**src/rtl/regfile_param.sv**
```systemverilog
// rtl/regfile_param.sv - parametrised register file with bypass, zero flag,
// one-deep shadow bank and sequenced clear engine.
module regfile_param #(
  parameter int DATA_W = 16,
  parameter int ADDR_W = 3,
  parameter bit BYPASS = 1'b1
) (
  input  logic              clk,
  input  logic              rst,
  input  logic              we,
  input  logic [ADDR_W-1:0] waddr,
  input  logic [DATA_W-1:0] wdata,
  input  logic [ADDR_W-1:0] raddr_a,
  output logic [DATA_W-1:0] rdata_a,
  input  logic [ADDR_W-1:0] raddr_b,
  output logic [DATA_W-1:0] rdata_b,
  output logic              zflag,
  input  logic              save_req,
  input  logic              restore_req,
  input  logic              clr_req,
  output logic              busy,
  output logic              clr_done
);

  localparam int DEPTH = 2 ** ADDR_W;
  localparam logic [ADDR_W-1:0] LAST_IDX = ADDR_W'(DEPTH - 1);

  typedef enum logic {IDLE, CLEAR} state_t;

  state_t            state;
  logic [ADDR_W-1:0] clr_cnt;
  logic [DATA_W-1:0] regs   [DEPTH];
  logic [DATA_W-1:0] shadow [DEPTH];
  logic              shadow_z;
  logic              wr_accept;

  // Restore wins over the write, and nothing is written while clearing.
  assign wr_accept = we && !restore_req && (state == IDLE) && !rst;

  always_comb begin
    rdata_a = regs[raddr_a];
    rdata_b = regs[raddr_b];
    if (BYPASS && wr_accept && (waddr == raddr_a)) rdata_a = wdata;
    if (BYPASS && wr_accept && (waddr == raddr_b)) rdata_b = wdata;
  end

  always_ff @(posedge clk) begin
    if (rst) begin
      for (int i = 0; i < DEPTH; i++) begin
        regs[i]   <= '0;
        shadow[i] <= '0;
      end
      shadow_z <= 1'b0;
      zflag    <= 1'b0;
      busy     <= 1'b0;
      clr_done <= 1'b0;
      clr_cnt  <= '0;
      state    <= IDLE;
    end else begin
      clr_done <= 1'b0;
      case (state)
        IDLE: begin
          if (restore_req) begin
            for (int i = 0; i < DEPTH; i++) regs[i] <= shadow[i];
            zflag <= shadow_z;
          end else begin
            // Save snapshots pre-edge values, so a same-cycle write is not captured.
            if (save_req) begin
              for (int i = 0; i < DEPTH; i++) shadow[i] <= regs[i];
              shadow_z <= zflag;
            end
            if (we) begin
              regs[waddr] <= wdata;
              zflag       <= (wdata == '0);
            end
          end
          if (clr_req) begin
            state   <= CLEAR;
            busy    <= 1'b1;
            clr_cnt <= '0;
          end
        end
        CLEAR: begin
          regs[clr_cnt] <= '0;
          if (clr_cnt == LAST_IDX) begin
            state    <= IDLE;
            busy     <= 1'b0;
            clr_done <= 1'b1;
            clr_cnt  <= '0;
          end else begin
            clr_cnt <= clr_cnt + 1'b1;
          end
        end
        default: state <= IDLE;
      endcase
    end
  end

endmodule

```
**config.mk**
```make
export PLATFORM = sky130hd
export DESIGN_NAME = regfile_param
export DESIGN_NICKNAME = d
export VERILOG_FILES = /design/src/rtl/regfile_param.sv
export SDC_FILE = /design/constraint.sdc
export NUM_CORES = 1
export LEC_CHECK = 0
export CORE_UTILIZATION = 50
export CTS_CLUSTER_SIZE = 25
export DETAILED_ROUTE_END_ITERATION = 10
export GPL_TIMING_DRIVEN = 0
export HOLD_SLACK_MARGIN = 0.02
export PLACE_DENSITY = 0.68
export SLEW_MARGIN = 5
export SYNTH_ARGS = -nofsm -noshare
export SYNTH_HDL_FRONTEND = slang
export SYNTH_SLANG_ARGS = --single-unit
```
**constraint.sdc**
```tcl
create_clock -name clk -period 5.6 [get_ports clk]
set_input_delay 0.84 -clock clk [delete_from_list [all_inputs] [get_ports clk]]
set_output_delay 0.84 -clock clk [all_outputs]
set_load 0.05 [all_outputs]
```
==> summary.md, run 1 <==
| Metric | Value |
|---|---|
| Run status | completed |
| Crit path from | restore_req |
| CP max stage delay | a little under 0.9 ns |
| Reg2reg path depth | 6 |
| Crit-path max FO | 10 |
| Initial Utilization | 0.5103 |
| Clock root cell | clkbuf_16 |
| TritonCTS clock tree | built |
| First-pass GRT wire length | roughly 54,000 um |
| CTS resizes | 0 |
| Synth Area in Simple Gates | 0.1424 |
| Cells after Synth | approximately 1,000 |
| Critical path endpoint category | output pin |
| Clock sinks | 264 |
| DRC violation count after routing | 0 |
| Worst Path Arrival | ~3.9 ns |
| Net count, final | around 1,100 |
| GRT Util Overall | 0.2840 |
| Routability cong. | ~0.93 |
| Sequential share of the synthesized area | 0.6089 |
| Clock Pin Slew Worst Setup and Hold Paths | 0.06 ns |
| Synth Area in Adders | 0.001942 |
| Average wire per standard cell | roughly 26 um |
| Rel. slew slack | 0.1886 |
| Drt pass-1 iters | 5 |
| Vias in the first global route | 8,642 |
| CTS H-tree lvls | 1 |
| I/O pin count | 66 |
| Slowest stage cell on the critical path | clkdlybuf4s50_1 |
| Ys Warns | 0 |
| Synthesis-stage register bit count | around 260 |
| Final Max Slew Viols | 0 |
| R2R Path End | regs[2][1] |
| Mapped cell area | between 0.01 and 0.015 mm^2 |
| Worst R2R Start | state |
| Routing usage on met2 | 0.4235 |
| Largest family of logic cells by synthesized area | multiplexers |
| Fmax | between 200 and 250 MHz |
| Fin Hold WS | approximately 0.46 ns |
| Num CTS Buffers | 27 |
| Required time of the critical path | 4.76 ns |
| Post-Synth XOR/XNOR Area | 0.004078 |
| Critical path depth | 6 |
| Hold WC Path Type | reg2reg |
| Vias per cell | 6.085 |
| Worst vdd ir | 0.0002302 V |
| Pwr per Cell Area | about 330 mW/mm^2 |
| Buf+Inv Stages, Crit Path | 3 |
| Met3 usage | 0.05908 |
| Tot Pwr | between 0.004 and 0.005 W |
| Hold-critical path depth | 2 |
| Total wire length | between 30,000 and 40,000 um |
| Unrepaired setup endpoints after global routing | no |
| Gr busiest metal | met2 |
| Iteration-0 DRC Markers | 920 |
| Crit path cell chain | clkdlybuf4s50_1 > nor4b_1 > nand4_1 > clkbuf_1 > a21oi_1 > clkdlybuf4s50_1 |
| Synth Area in Compound Gates | 0.05728 |
| Final Cycle Share | 0.8495 |
| Leakage | about 5.5 nW |
| Multiplexer share of the synthesized area | 0.1623 |
| Kind of critical path | in2out |
| Top delay family on crit path | buffers and inverters |
| Final min period | around 4.8 ns |
| CP Capture Point | rdata_b[14] |
| DP HPWL | approximately 25,000 um |
| Final antenna-violating net count | 0 |
| Via count | between 8,000 and 9,000 |
| # rows | 58 |
| Largest net degree at the start of global routing | approximately 70 |
| Share of cells above drive strength 1 | 0.1109 |
| Total core area | between 0.02 and 0.03 mm^2 |
| DIE WIDTH | roughly 160 um |
| Final Skew | around 0.011 ns |
| Die height | 162.5 um |
| Port bufs | 58 |
| Synthesis-to-finish area growth | 14.01% |
| Worst Setup Start Kind | input pin |
| Initial antenna violation count | 1 |
| Postcts setup bufs | 0 |
| Most used cell, CP | clkdlybuf4s50_1 |
| Worst skew pair latency | roughly 0.54 ns |
| Least-Margin Pin Slew | about 1.2 ns |
| Syn_nets | about 1,000 |
| Final Setup Violations | 0 |
| Hold bufs inserted after CTS | 0 |
| Hold Vio Cnt, Final | 0 |
| Gr ovfl total | 0 |
| Max-Cap Viols | 0 |
| Avg Synthesized Cell Area | between 10 and 15 um^2 |
| Met1 GRT Util | 0.4099 |
| Netlist cell types | 33 |
| Clock Tree Buf Depth | 3 |
| Setup slack, reg-to-reg | around 2.6 ns |
| DIE AREA | ~0.026 mm^2 |
-- cell type report --
type | count | area, um^2
fill | 2074 | 10560
sequential | 264 | 7848
multi-input combinational | 638 | 4743
clock buffer | 38 | 726.9
timing repair buffer | 59 | 608.1
tap | 330 | 412.9
buffer | 68 | 281.5
clock inverter | 11 | 50.05
inverter | 4 | 20.02
antenna | 1 | 2.502
-- cells in the final DEF (no fill, tap or decap), types with 8 or more instances in the layout --
cell type,count
nor2_1,42
nor2b_1,34
nand2_1,133
clkbuf_16,27
clkdlybuf4s50_1,58
clkbuf_1,59
o21ai_0,94
mux2i_1,65
mux4_2,64
a21oi_1,39
edfxtp_1,256
dfxtp_1,8
nand2b_1,36
and2_1,96
buf_2,12
-- per-layer routing --
layer | part of all wire | vias up
met3 | 0.096 | 84
li1 | - | 3763
met4 | 0.039 | 0
met5 | 0 | -
met1 | 0.42 | 4274
met2 | 0.44 | 477
-- flip-flops by register name, indices dropped and copies added, names as in the netlist --
name	flops
shadow_z	1
zflag	1
clr_cnt	3
clr_done	1
state	1
busy	1
shadow	128
regs	128
-- worst min-delay path by stage --
stage / startpoint / end / slack (ns)
final: busy / busy / 0.46
after global routing: shadow_z / shadow_z / 0.49
after CTS: busy / busy / 0.47
after detailed placement: busy / busy / 0.46
after global placement: busy / busy / 0.45
after floorplan: shadow_z / zflag / 0.45
-- stage by stage --
stage	util	std cells	instance area [um^2]	TNS, ns	setup WS (ns)
floorplan	-	974	12890	0	0.9813
global route	0.5818	1413	14690	0	0.7463
global placement	0.5496	1362	13880	-116.17	-0.9153
detailed placement	0.5509	1363	13910	0	0.9981
CTS	0.5817	1412	14690	0	0.9849
finish	0.5818	1413	14690	0	0.8431
-- synth_stat cells (all sizes together) --
master | instances | share of area
a21oi | 40 | 0.016
a22o | 1 | 0.00068
a31o | 3 | 0.0020
a31oi | 1 | 0.00049
and2 | 96 | 0.047
and3 | 1 | 0.00049
buf | 19 | 0.0076
clkbuf | 49 | 0.014
dfxtp | 8 | 0.012
edfxtp | 256 | 0.60
ha | 2 | 0.0019
inv | 4 | 0.0012
mux2i | 65 | 0.050
mux4 | 64 | 0.11
nand2 | 135 | 0.040
nand2b | 36 | 0.017
nand4 | 3 | 0.0015
nand4bb | 1 | 0.00087
nor2 | 42 | 0.012
nor2b | 34 | 0.017
nor3b | 2 | 0.0012
nor4 | 4 | 0.0019
nor4b | 2 | 0.0014
nor4bb | 2 | 0.0016
o21ai | 97 | 0.038
or4b | 1 | 0.0011
xnor2 | 6 | 0.0041
-- power breakdown --
| group | switching [W] | internal, W | total [W] |
|---|---|---|---|
| registers | 0.0000827 | 0.00234 | 0.00243 |
| logic | 0.000455 | 0.000259 | 0.000714 |
| clock network | 0.000750 | 0.000899 | 0.00165 |
-- cell families (layout without fill, tap and decap cells) --
family | Yosys count | after routing
AND/OR/NAND/NOR | 359 | 359
flip-flops | 264 | 264
AO/OA/AOI/OAI | 142 | 142
multiplexers | 129 | 129
buffers and inverters | 72 | 180
XOR/XNOR | 6 | 6
adder cells (fa/ha/maj) | 2 | 2
other | 0 | 1
-- worst register-to-register path: stages, from the launching register on --
cell and delay [ns]:
dfxtp_1 0.30, buf_2 0.17, or4b_4 0.54, a21oi_4 0.20
nand2_1 0.29, clkbuf_1 0.36, nand2_1 0.80
No activity file was read; power rests on OpenSTA's default activity.
==> run 2, diff against run 1 <==
PLACE_DENSITY = 0.71   (was 0.68)
clock period = 3.9 ns   (was 5.6 ns; I/O delays follow)
==> summary.md, run 2 (same netlist as run 1, synthesis figures left out) <==
| Metric | Value |
|---|---|
| Largest net degree at the start of global routing | 38 (-45%) |
| Required time of the critical path | 3.31 ns (-1.45 ns) |
| Dpl cell area | 0.01396 mm^2 (+0.37%) |
| CTS H-tree lvls | 1 (unchanged) |
| GRT Util Overall | 0.2862 (+0.002197) |
| Net Switching | 0.001917 W (+49%) |
| Hold Vio Cnt, Final | 0 (unchanged) |
| Vias per cell | 6.106 (+0.35%) |
| Initial antenna violation count | 1 (unchanged) |
| Num CTS Buffers | 29 (+7.4%) |
| Worst vdd ir | 0.0003237 V (+41%) |
| Worst Setup Start Kind | register |
| Hold WC Path Type | reg2reg |
| Fillers | 2,057 (-0.82%) |
| Via count | 8,671 (+0.85%) |
| Worst Path Arrival | 3.19 ns (-0.73 ns) |
| Clock sinks | 264 (unchanged) |
| Least-Margin Pin Slew | 0.9871 ns (-0.2189 ns) |
| Leakage | 5.672 nW (+3.6%) |
| Synthesis-to-finish area growth | 15.23% |
| Routability cong. | 0.9580 (+3.3%) |
| Tot Pwr | 0.007310 W (+53%) |
| Slowest stage cell on the critical path | dlygate4sd2_1 |
| Run status | completed |
| Clock root cell | clkbuf_16 |
| Final Max Slew Viols | 0 (unchanged) |
| Initial Utilization | 0.5103 (unchanged) |
| Port bufs | 58 (unchanged) |
| Total core area | 0.02525 mm^2 (unchanged) |
| Final antenna-violating net count | 0 (unchanged) |
| First-pass GRT wire length | 54,300 um (+0.64%) |
| Unrepaired setup endpoints after global routing | no |
| Clock Tree Buf Depth | 3 (unchanged) |
| Crit path cell chain | buf_2 > clkbuf_1 > nor4b_1 > nand4_1 > clkbuf_1 > a21oi_1 > dlygate4sd2_1 |
| Pint | 0.005393 W (+54%) |
| Total wire length | 36,610 um (+1.1%) |
| TritonCTS clock tree | built |
| Clock Pin Slew Worst Setup and Hold Paths | 0.06 ns (about the same) |
| Setup slack, reg-to-reg | 0.87 ns (-1.70 ns) |
| Logic pwr share | 0.136 (-0.013) |
| Clock Power Share | 0.387 (+0.043) |
| Most frequent cells in the layout | edfxtp_1, nand2_1, and2_1 |
| Fmax | 264.7 MHz |
| DIE AREA | 0.02642 mm^2 (unchanged) |
| Drt pass-1 iters | 5 (unchanged) |
| Most used cell, CP | clkbuf_1 |
| Vias in the first global route | 8,696 (+0.62%) |
| Iteration-0 DRC Markers | 1,121 (+22%) |
| Final Cell Area | 0.01485 mm^2 (+1.1%) |
| Core Util, Final | 0.5880 (+0.006243) |
| DIE WIDTH | 162.5 um (unchanged) |
| Crit-path max FO | 10 (unchanged) |
| Sw frac | 0.2623 (-0.006677) |
| Final min period | 3.777 ns |
| Die height | 162.5 um (unchanged) |
| Max-Cap Viols | 0 (unchanged) |
| Postcts setup bufs | 0 (unchanged) |
| Most common cell after layout, fill and taps aside | edfxtp_1 |
| DP HPWL | 25,100 um (+0.92%) |
| Kind of critical path | reg2out |
| Final Setup Violations | 0 (unchanged) |
| Worst skew pair latency | 0.55 ns (about the same) |
| # rows | 58 (unchanged) |
| Final Skew | 0.009516 ns (-0.001103 ns) |
| Final Cycle Share | 0.9686 |
| I/O pin count | 66 (unchanged) |
| Pwr per Cell Area | 492.2 mW/mm^2 (+51%) |
| Biggest registers after layout | regs x128, shadow x128, clr_cnt x3 |
| Average wire per standard cell | 25.78 um (+0.60%) |
| Share of cells above drive strength 1 | 0.1359 (+0.02500) |
| Gr ovfl total | 0 (unchanged) |
| Fin Hold WS | 0.4728 ns (+0.01077 ns) |
| Net count, final | 1,100 (+0.46%) |
| Critical path endpoint category | output pin |
| DRC violation count after routing | 0 (unchanged) |
| Reg power frac | 0.477 (-0.030) |
| CP max stage delay | 0.56 ns (-0.33 ns) |
| Rel. slew slack | 0.3403 (+0.1518) |
[run 2: cell types whose count changed in the layout (fill, tap and decap cells not counted), sizes merged]
cell           previous run  this run
bufinv                    0         5
clkdlybuf4s50            58        26
clkbuf                   87        97
buf                      20        24
clkinvlp                  1         3
dlymetal6s2s              0         2
dlygate4sd2               0        16
[run 2: repair_timing]
item / 4_1_cts / 5_1_grt
resized for setup: 30 / 37
hold buffers: 0 / 0
setup endpoints to repair: 30 / 17
pin swaps: 0 / 0
[run 2: area by class of cell]
cell class                 instances  area [um^2]  share of cell area
antenna                            1        2.502           0.0001685
buffer                            68        285.3             0.01921
clock buffer                      35        748.2             0.05038
clock inverter                    18        216.5             0.01458
inverter                           4        18.77            0.001264
multi-input combinational        638         4743              0.3194
sequential                       264         7848              0.5284
tap                              330        412.9             0.02780
timing repair buffer              62        575.6             0.03876
[run 2: worst paths after layout]
kind | start | endpoint | cells past startpoint
min | busy | busy | 2
max reg2reg | state | regs[4][1] | 6
min reg2reg | busy | busy | 2
max | state | rdata_a[11] | 7
[run 2: routing by layer]
layer | GRT usage | up-vias | wire, um
met3 | 0.05297 | 75 | 3506
met2 | 0.4369 | 464 | 16670
li1 | - | 3782 | -
met1 | 0.4061 | 4348 | 15030
met5 | 0.02841 | - | 98
met4 | 0.1126 | 2 | 1308
[run 2: power groups by stage]
stage / clock [W] / combinational, W / sequential, W
2_1_floorplan: 0 / 0.000655 / 0.00349
3_3_place_gp: 0 / 0.00100 / 0.00354
3_5_place_dp: 0 / 0.00103 / 0.00353
4_1_cts: 0.00284 / 0.000994 / 0.00348
5_1_grt: 0.00295 / 0.00104 / 0.00351
6_report: 0.00283 / 0.000996 / 0.00348
[run 2: through the flow]
stage               worst slack (ns)  setup TNS [ns]  std cells
finish                        0.1226               0       1420
global route                 0.02815               0       1420
CTS                         0.002524               0       1419
detailed placement           -0.1250         -0.9341       1366
global placement              -1.332         -170.25       1362
floorplan                     0.1635               0        974
[run 2: worst max-delay path, delay by kind of cell (launching register included)]
kind            cells  cell delay, ns
flops               1            0.31
compound gates      1            0.25
buf+inv             4            1.30
simple gates        2            0.80
